===== config.mk =====
export PLATFORM = sky130hd
export DESIGN_NAME = pc_sequencer
export DESIGN_NICKNAME = d
export VERILOG_FILES = /design/src/rtl/pc_sequencer.sv
export SDC_FILE = /design/constraint.sdc
export NUM_CORES = 1
export LEC_CHECK = 0
export ABC_CLOCK_PERIOD_IN_PS = 4600
export BUFFER_PORTS_ARGS = -buffer_cell sky130_fd_sc_hd__buf_2
export CAP_MARGIN = 20
export CORE_ASPECT_RATIO = 0.9
export CORE_MARGIN = 1
export CORE_UTILIZATION = 63
export CTS_BUF_LIST = sky130_fd_sc_hd__clkbuf_8
export CTS_CLUSTER_SIZE = 16
export DETAILED_ROUTE_END_ITERATION = 10
export HOLD_SLACK_MARGIN = 0.15
export PLACE_DENSITY_LB_ADDON = 0.1
export SLEW_MARGIN = 30
export SYNTH_ARGS = -nofsm -noshare
export SYNTH_HDL_FRONTEND = slang
export SYNTH_SLANG_ARGS = --single-unit
export TNS_END_PERCENT = 100

===== constraint.sdc =====
create_clock -name clk -period 4.6 [get_ports clk]
set_clock_uncertainty 0.15 [all_clocks]
set_input_delay 0 -clock clk [delete_from_list [all_inputs] [get_ports clk]]
set_output_delay 0 -clock clk [all_outputs]
set_load 0.01 [all_outputs]

===== src/rtl/pc_sequencer.sv =====
// Fetch program counter: sequential step, stall, branch/jump redirect,
// and call/return through a small circular return-address stack.
module pc_sequencer #(
    parameter int unsigned     PC_W      = 32,
    parameter int unsigned     STEP      = 1,
    parameter logic [PC_W-1:0] RESET_PC  = '0,
    parameter int unsigned     RAS_DEPTH = 4
) (
    input  logic            clk,
    input  logic            reset,
    input  logic            stall,
    input  logic            br_taken,
    input  logic [PC_W-1:0] br_target,
    input  logic            jmp,
    input  logic            call,
    input  logic [PC_W-1:0] jmp_target,
    input  logic            ret,
    output logic [PC_W-1:0] pc,
    output logic [PC_W-1:0] pc_next,
    output logic            ras_empty,
    output logic            ras_full,
    output logic            ras_ovf,
    output logic            ras_unf
);

    localparam int unsigned PTR_W = $clog2(RAS_DEPTH);
    localparam int unsigned CNT_W = $clog2(RAS_DEPTH + 1);
    localparam logic [CNT_W-1:0] CNT_MAX = CNT_W'(RAS_DEPTH);

    logic [PC_W-1:0]  rasMem [RAS_DEPTH];
    logic [PTR_W-1:0] topPtr;
    logic [PTR_W-1:0] nextPtr;
    logic [CNT_W-1:0] rasCount;
    logic [PC_W-1:0]  seqPc;
    logic             pushEn;
    logic             popEn;

    assign seqPc     = pc + PC_W'(STEP);
    assign nextPtr   = topPtr + PTR_W'(1);
    assign ras_empty = (rasCount == '0);
    assign ras_full  = (rasCount == CNT_MAX);

    // Priority chain; a losing request has no side effect on the stack.
    always_comb begin
        pushEn  = 1'b0;
        popEn   = 1'b0;
        pc_next = seqPc;
        if (reset) begin
            pc_next = RESET_PC;
        end else if (br_taken) begin
            pc_next = br_target;
        end else if (stall) begin
            pc_next = pc;
        end else if (ret) begin
            popEn = 1'b1;
            if (!ras_empty) begin
                pc_next = rasMem[topPtr];
            end
        end else if (call) begin
            pushEn  = 1'b1;
            pc_next = jmp_target;
        end else if (jmp) begin
            pc_next = jmp_target;
        end
    end

    always_ff @(posedge clk) begin
        if (reset) begin
            pc       <= RESET_PC;
            topPtr   <= '0;
            rasCount <= '0;
            ras_ovf  <= 1'b0;
            ras_unf  <= 1'b0;
        end else begin
            pc <= pc_next;
            if (pushEn) begin
                // When full, advancing the pointer lands on the oldest entry.
                topPtr <= nextPtr;
                if (ras_full) begin
                    ras_ovf <= 1'b1;
                end else begin
                    rasCount <= rasCount + CNT_W'(1);
                end
            end
            if (popEn) begin
                if (ras_empty) begin
                    ras_unf <= 1'b1;
                end else begin
                    topPtr   <= topPtr - PTR_W'(1);
                    rasCount <= rasCount - CNT_W'(1);
                end
            end
        end
    end

    always_ff @(posedge clk) begin
        if (!reset && pushEn) begin
            rasMem[nextPtr] <= seqPc;
        end
    end

endmodule


==> results of run 1 <==
==> placed cells by master (no fill, tap or decap), types with 6 or more instances in the layout <==
cell,netlist,layout
clkbuf_8,0,17
nand2b_1,6,6
buf_2,9,138
a21oi_1,33,33
buf_4,4,11
or2_2,8,8
nand2_1,74,74
o221ai_1,7,7
or3_1,8,8
edfxtp_1,128,128
o31ai_1,16,16
nor4_1,6,6
o21ai_0,29,29
mux4_2,31,31
xnor2_1,19,19
nand3_1,21,21
inv_1,19,21
dlygate4sd3_1,0,87
dfxtp_1,39,38
nand4_1,7,7
a211oi_1,23,23
nor2_1,40,39
nor3_1,20,20
a32o_1,6,6
ha_1,8,8
and3_1,6,6
bufinv_16,0,6
==> worst max-delay path, stage by stage, from the launching register on <==
cell and delay (ns):
dfxtp_1 0.88, buf_4 0.46, mux4_2 0.36, nor3b_1 0.32, o31ai_1 0.12, o21ai_0 0.17, dlygate4sd3_1 0.63, a211oi_1 0.06
dlygate4sd3_1 0.58
==> power groups by stage <==
stage	logic, mW	clock network [mW]	registers [mW]
6_report	0.489	1.23	1.72
5_1_grt	0.516	1.29	1.72
4_1_cts	0.468	1.23	1.71
3_5_place_dp	0.392	0	1.75
3_3_place_gp	0.380	0	1.74
2_1_floorplan	0.234	0	1.74
==> flip-flops by register name, indices dropped and copies added, names as in the netlist <==
signal    cells
rasMem      128
ras_unf       1
pc           32
ras_ovf       1
rasCount      3
topPtr        2
==> area by class of cell <==
class / count / share of cell area, %
sequential: 167 / 43.8
timing repair buffer: 238 / 15.9
clock buffer: 17 / 2.21
multi-input combinational: 469 / 33.2
clock inverter: 15 / 2.23
inverter: 21 / 0.746
tap: 164 / 1.94
==> what timing repair did <==
action                                 CTS  global route
endpoints found under the hold margin   39             0
gates resized for setup                  0             0
hold buffers                            87             0
==> path summary, 6_finish.rpt <==
path / endpoint / slack (ns) / cells past startpoint
min reg2reg: ras_unf / 0.33 / 2
max reg2reg: pc[25] / 0.77 / 8
min: pc[30] / 0.20 / 2
max: pc[25] / 0.77 / 8
==> synth_stat cells, types with 8 or more instances <==
cell type,number,area [µm²]
inv_1,19,71.3
buf_2,9,45.0
or2_2,8,50.1
a21oi_1,33,165
nor2_1,40,150
o31ai_1,16,120
a211oi_1,23,173
ha_1,8,100
o21ai_0,29,145
nand3_1,21,105
nand2_1,74,278
dfxtp_1,39,781
xnor2_1,19,166
edfxtp_1,128,3840
mux4_2,31,698
clkbuf_1,26,97.6
or3_1,8,50.1
nor3_1,20,100
==> stage by stage <==
step	util, %	worst slack (ns)	hold WS [ns]
floorplan	-	2.19	-0.0328
global placement	71.8	1.88	0.0509
detailed placement	71.8	1.65	0.0654
CTS	82.2	0.745	0.155
global route	82.3	0.615	0.186
finish	82.3	0.770	0.205
==> cell families (layout without fill, tap and decap cells) <==
logic type / after synthesis / after routing / share of synthesized area, %
and+or+nand+nor: 219 / 219 / 13.3
DFF: 167 / 167 / 55.0
buffers and inverters: 67 / 291 / 3.43
muxes: 37 / 37 / 9.23
xor gates and xnor gates: 23 / 23 / 2.40
AOI/OAI and AO/OA: 182 / 182 / 15.4
adders and majority gates: 8 / 8 / 1.19
==> per-layer routing <==
metal,part of all wire [%],global-route usage [%],wire length (µm),vias up
met5,0,0,0,-
li1,-,-,-,3190
met2,46,62.3,12700,670
met1,36,54.9,9730,3645
met3,13,9.43,3640,124
met4,4.5,23.2,1230,0
==> metrics.txt, run 1 <==
antenna cells 0; register area 4630 µm²; Nets 993; via count 7629; gr ovfl total 0; Yosys warning count 0; area occupied by multi-input gates 3500 µm²; Buffers on Ports 138; clock slew at reported path FFs 0.08 ns; Die Width 124 µm; Clock Path Buffers 2; min Tclk post-route 3.83 ns; Setup TNS 0 ns; Post-Syn Nets 782; Post-CTS Setup Bufs 0; top-level port count 139; final non-filler cell total 1091; final WL 27300 µm; clk_lat worst skew 0.47 ns; share of cells above drive strength 1 25.6%; Max VDD drop 0.000205 V; Setup Viol. Count Final 0; Clock power frac 35.9%; Pwr per Cell Area 326 nW/µm²; CTS tree built; Pre-antenna DRT Iters 6; Unique masters post-synth 74; Starting Density 65.5%; vias per cell 6.99; Post-DP Area 9210 µm²; Seq cells post-synth 167; RePlAce Congestion 0.923; Worst EP arrival 4.04 ns; Internal 2.57 mW; CP Data Required Time 4.81 ns; Min-Delay Path Class in -> reg; Lkg Pwr 3.96 nW; Synth Area per Inst 11.9 µm²; post-route cell area 10600 µm²; initial antenna violation count 0; sequential power share 49.9%; Switching Fraction 25.4%; vias in the first global route 7525; H-tree depth 4; fin crit share 83.3%; CTS root buf clkbuf_8; P_sw 0.873 mW; Slew Viols, Final 0; final hold violations 0; mapped cell area 8400 µm²; combinational share of power 14.2%; area grow syn2layout 25.8%; cts bufs inserted 17; starting DRC count in detailed routing 1167; overall die area 13800 µm²; largest net degree at the start of global routing 41; Post-synth EDFFs 128; first-pass GRT wire length 41100 µm; CP Launch Point topPtr[1]; status completed; Cells after Synth 703; kind of critical path reg -> reg; post-DP HPWL 17300 µm; startpoint types flip-flop; CTS sink cnt 167; Placed Cells 972; async set-reset flop share out of synthesis 0%; core area 12800 µm²; DR WL/cell 25.0 µm; measured slew at the worst slew-check pin 0.941 ns; ANT nets after route 0; sequential area share after synthesis 55.0%; global-route usage over all layers 41.2%; # DRC 0; Relative slew margins 37.0%; total power 3.44 mW; RSZ-0062 raised after global routing no; Die Y 112 µm; number of max-cap violations 0; fill cell count 742; crit path max fanout 21; most used flip-flop cell after synthesis edfxtp_1; row cnt 39; Max Fclk 0.261 GHz; Hold Startpoint br_taken; Critical Path Sink Type flip-flop; reg2reg start topPtr[1]
(Power assumes the default switching activity.)
==> run 2: changes to the inputs <==
ABC_CLOCK_PERIOD_IN_PS = 3300   (was 4600)
CORE_UTILIZATION = 53   (was 63)
clock period = 3.3 ns   (was 4.6 ns; I/O delays follow)
==> metrics.txt, run 2 (same netlist as run 1, synthesis figures left out) <==
biggest regs rasMem (128), pc (32), rasCount (3); Die Width 135 µm; DR WL/cell 23.3 µm; Top reg by flops rasMem; row cnt 43; fin crit share 96.5%; ANT nets after route 0; Post-DP Area 9420 µm²; cts bufs inserted 17; gr ovfl total 0; worst reg-to-reg setup slack 0.12 ns; crit path max fanout 14; area grow syn2layout 30.3%; CTS sink cnt 167; overall die area 16400 µm²; first-pass GRT wire length 41100 µm; share of cells above drive strength 1 27.3%; CTS root buf clkbuf_8; Relative slew margins 30.8%; final hold violations 0; RSZ-0062 raised after global routing no; CTS tree built; core area 15400 µm²; post-DP HPWL 17900 µm; Lkg Pwr 4.08 nW; Starting Density 54.4%; Critical Path Sink Type flip-flop; Die Y 121 µm; Max Fclk 0.314 GHz; commonest non-fill, non-tap cells in the layout 138 x buf_2, 128 x edfxtp_1, 108 x dlygate4sd3_1, 74 x nand2_1, 39 x nor2_1; RR Endpoint pc[26]; vias per cell 6.35; R2R depth 8; Worst EP arrival 3.39 ns; combinational share of power 15.3%; Nets 1034; Setup Viol. Count Final 0; final WL 27300 µm; antenna cells 0; CP Launch Point topPtr[0]; Switching Fraction 27.4%; P_sw 1.26 mW; CP Data Required Time 3.51 ns; Slew Viols, Final 0; Internal 3.34 mW; startpoint types flip-flop; most common cell after layout, fill and taps aside buf_2; measured slew at the worst slew-check pin 1.01 ns; Buffers on Ports 138; vias in the first global route 7371; H-tree depth 4; reg2reg start topPtr[0]; clk_lat worst skew 0.47 ns; status completed; post-route cell area 10900 µm²; Clock Path Buffers 2; # DRC 0; top-level port count 139; via count 7428; Clock power frac 32.6%; Setup TNS 0 ns; number of max-cap violations 0; Max VDD drop 0.000402 V; kind of critical path reg -> reg; starting DRC count in detailed routing 719; initial antenna violation count 0; fill cell count 1113; global-route usage over all layers 34.6%; final hold slack 0.307 ns; Finished Core Util 70.9%; RePlAce Congestion 0.872; largest net degree at the start of global routing 31; sequential power share 52.1%; Min-Delay Path Class in -> reg; crit path capture pc[26]; min Tclk post-route 3.18 ns; max FFs per register 128; Pwr per Cell Area 420 nW/µm²; clock slew at reported path FFs 0.09 ns; Pre-antenna DRT Iters 6
==> run 2: changes by cell type in the layout (fill, tap and decap cells not counted), sizes merged, moves of 2 or more <==
cell         delta
dlygate4sd3    +21
buf            +20
bufinv          -4
clkinvlp        +2
inv             +2
==> run 2: worst min path at each step <==
| stage | startpoint | end | slack [ns] | depth (start not counted) |
|---|---|---|---|---|
| after floorplan | br_target[29] | pc[29] | -0.03 | 2 |
| after global placement | br_target[29] | pc[29] | 0.06 | 3 |
| after detailed placement | br_target[29] | pc[29] | 0.07 | 3 |
| after CTS | jmp_target[24] | pc[24] | 0.28 | 4 |
| after global routing | ras_ovf | ras_ovf | 0.35 | 2 |
| final | jmp_target[18] | pc[18] | 0.31 | 6 |
==> run 2: area by class of cell <==
cell class	count	area [µm²]	area share, %
repair buffers	279	2070	18.9
flip-flops and latches	167	4630	42.3
well taps	202	253	2.31
multi-input cells	469	3520	32.2
inverters	21	81.3	0.743
clock buffers	18	248	2.26
clock inverters	14	148	1.35
==> run 2: repair_timing <==
action / 4_1_cts / 5_1_grt
setup endpoints to repair: 0 / 12
hold buffers: 108 / 0
resized for setup: 0 / 11
endpoints found under the hold margin: 39 / 0
setup buffers: 0 / 1
==> run 2: through the flow <==
| stage | setup slack (ns) | power, mW | std cells |
|---|---|---|---|
| final | 0.115 | 4.59 | 1170 |
| after global routing | 0.0204 | 4.74 | 1170 |
| after CTS | 0.0164 | 4.58 | 1169 |
| after detailed placement | 0.560 | 3.00 | 1029 |
| after global placement | 0.714 | 2.98 | 1029 |
| after floorplan | 0.886 | 2.75 | 703 |
==> run 2: routing by layer <==
metal | track usage, % | vias up | routed length (µm)
met4 | 14.4 | 0 | 811
met3 | 8.23 | 60 | 2850
li1 | - | 3274 | -
met1 | 45.0 | 3639 | 10700
met5 | 0 | - | 0
met2 | 55.7 | 455 | 12900
==> run 2: critical path, cell delays in order, from the launching register on <==
cell and delay [ns]:
dfxtp_4 0.46, buf_8 0.23, mux4_2 0.54, nor2_1 0.14
a211oi_2 0.10, o22ai_1 0.22, dlygate4sd3_1 0.61, a311oi_1 0.05
dlygate4sd3_1 0.58
==> run 2: power groups by stage <==
stage / combinational, mW / sequential (mW) / clock, mW
6_report: 0.705 / 2.39 / 1.50
5_1_grt: 0.752 / 2.40 / 1.59
4_1_cts: 0.678 / 2.39 / 1.51
3_5_place_dp: 0.561 / 2.44 / 0
3_3_place_gp: 0.549 / 2.43 / 0
2_1_floorplan: 0.326 / 2.42 / 0
==> run 3: changes to the inputs <==
ABC_CLOCK_PERIOD_IN_PS = 3200   (was 3300)
CORE_UTILIZATION = 59   (was 53)
CTS_CLUSTER_SIZE = 40   (was 16)
clock period = 3.2 ns   (was 3.3 ns; I/O delays follow)
==> metrics.txt, run 3 (same netlist as run 1, synthesis figures left out) <==
H-tree depth 4; biggest regs rasMem (128), pc (32), rasCount (3); kind of critical path in -> reg; Nets 1026; global-route usage over all layers 38.3%; R2R depth 6; startpoint types primary input; Starting Density 61.7%; min Tclk post-route 3.20 ns; CTS tree built; number of max-cap violations 0; starting DRC count in detailed routing 960; RePlAce Congestion 0.879; measured slew at the worst slew-check pin 0.996 ns; Setup Viol. Count Final 1; gr ovfl total 0; vias in the first global route 7394; Lkg Pwr 4.08 nW; Worst EP arrival 3.42 ns; core area 13600 µm²; DR WL/cell 23.7 µm; Place WS 0.647 ns; cts bufs inserted 17; post-DP HPWL 17600 µm; largest net degree at the start of global routing 33; Post-CTS Setup Bufs 0; row cnt 40; # DRC 0; fin worst setup slack -0.00112 ns; Buffers on Ports 138; vias per cell 6.63; final non-filler cell total 1149; antenna cells 0; Placed Cells 1020; top-level port count 139; Min-Delay Path Class in -> reg; CTS sink cnt 167; CP Data Required Time 3.42 ns; via count 7613; CTS root buf clkbuf_8; Pre-antenna DRT Iters 6; final hold slack 0.256 ns; first-pass GRT wire length 40700 µm; RSZ-0062 raised after global routing no; clock slew at reported path FFs 0.09 ns; overall die area 14700 µm²; Clock Path Buffers 2; crit path max fanout 8; Relative slew margins 33.3%; max FFs per register 128; Top reg by flops rasMem; WHS Path Cells 5; final WL 27200 µm; share of cells above drive strength 1 27.5%; initial antenna violation count 0; Max VDD drop 0.000462 V; area grow syn2layout 29.1%; status finished, violations left; Critical Path Sink Type flip-flop; Setup TNS -0.00112 ns; Die Width 128 µm; fin crit share 100%; total power 4.87 mW; Slew Viols, Final 0; Max Fclk 0.312 GHz; final hold violations 0; failing checks setup timing; commonest non-fill, non-tap cells in the layout 138 x buf_2, 128 x edfxtp_1, 97 x dlygate4sd3_1, 74 x nand2_1, 39 x nor2_1; most common cell after layout, fill and taps aside buf_2; ANT nets after route 0; Die Y 115 µm; clk_lat worst skew 0.48 ns; Pwr per Cell Area 449 nW/µm²
[run 3: final cells by class]
type / instances / area, µm²
Fill cell: 825 / 2770
Tap cell: 189 / 236
Multi-Input combinational cell: 469 / 3510
Clock inverter: 15 / 201
Inverter: 21 / 78.8
Clock buffer: 17 / 234
Timing Repair Buffer: 271 / 1960
Sequential cell: 167 / 4630
[run 3: layer usage]
| layer | vias to the layer above | wire length (µm) | share of wire, % | global-route usage [%] |
|---|---|---|---|---|
| li1 | 3252 | - | - | - |
| met1 | 3613 | 9980 | 37 | 50.3 |
| met2 | 636 | 12500 | 46 | 60.4 |
| met3 | 112 | 3670 | 13 | 8.66 |
| met4 | 0 | 1070 | 3.9 | 19.5 |
| met5 | - | 0 | 0 | 0 |
[run 3: repair_timing]
item / in CTS / in global routing
hold buffers: 97 / 0
resized for setup: 0 / 4
endpoints found under the hold margin: 39 / 0
setup endpoints to repair: 0 / 8
[run 3: worst paths after layout]
kind	end	startpoint	slack, ns
max	pc[23]	stall	-0.001
min	pc[14]	ret	0.26
max reg2reg	pc[29]	pc[15]	0.14
min reg2reg	ras_ovf	ras_ovf	0.32
[run 3: critical path, stage by stage]
cell and delay (ns):
dlygate4sd3_1 0.53, buf_2 0.15, nor2_1 0.75, nand2_1 0.40
o22ai_1 0.24, o21a_1 0.16, dlygate4sd3_1 0.54, a2111oi_0 0.06
dlygate4sd3_1 0.59
[run 3: stage by stage]
step | cell area [µm²] | util (%)
floorplan | 8400 | -
global placement | 9420 | 69.2
detailed placement | 9420 | 69.2
CTS | 10800 | 79.5
global route | 10800 | 79.7
finish | 10800 | 79.7
[run 3: power breakdown]
part	leakage, nW	total, mW	switching, mW	internal (mW)
clock	0.214	1.68	0.825	0.854
combinational	2.37	0.724	0.402	0.322
sequential	1.49	2.47	0.0792	2.39
total	4.08	4.87	1.31	3.56
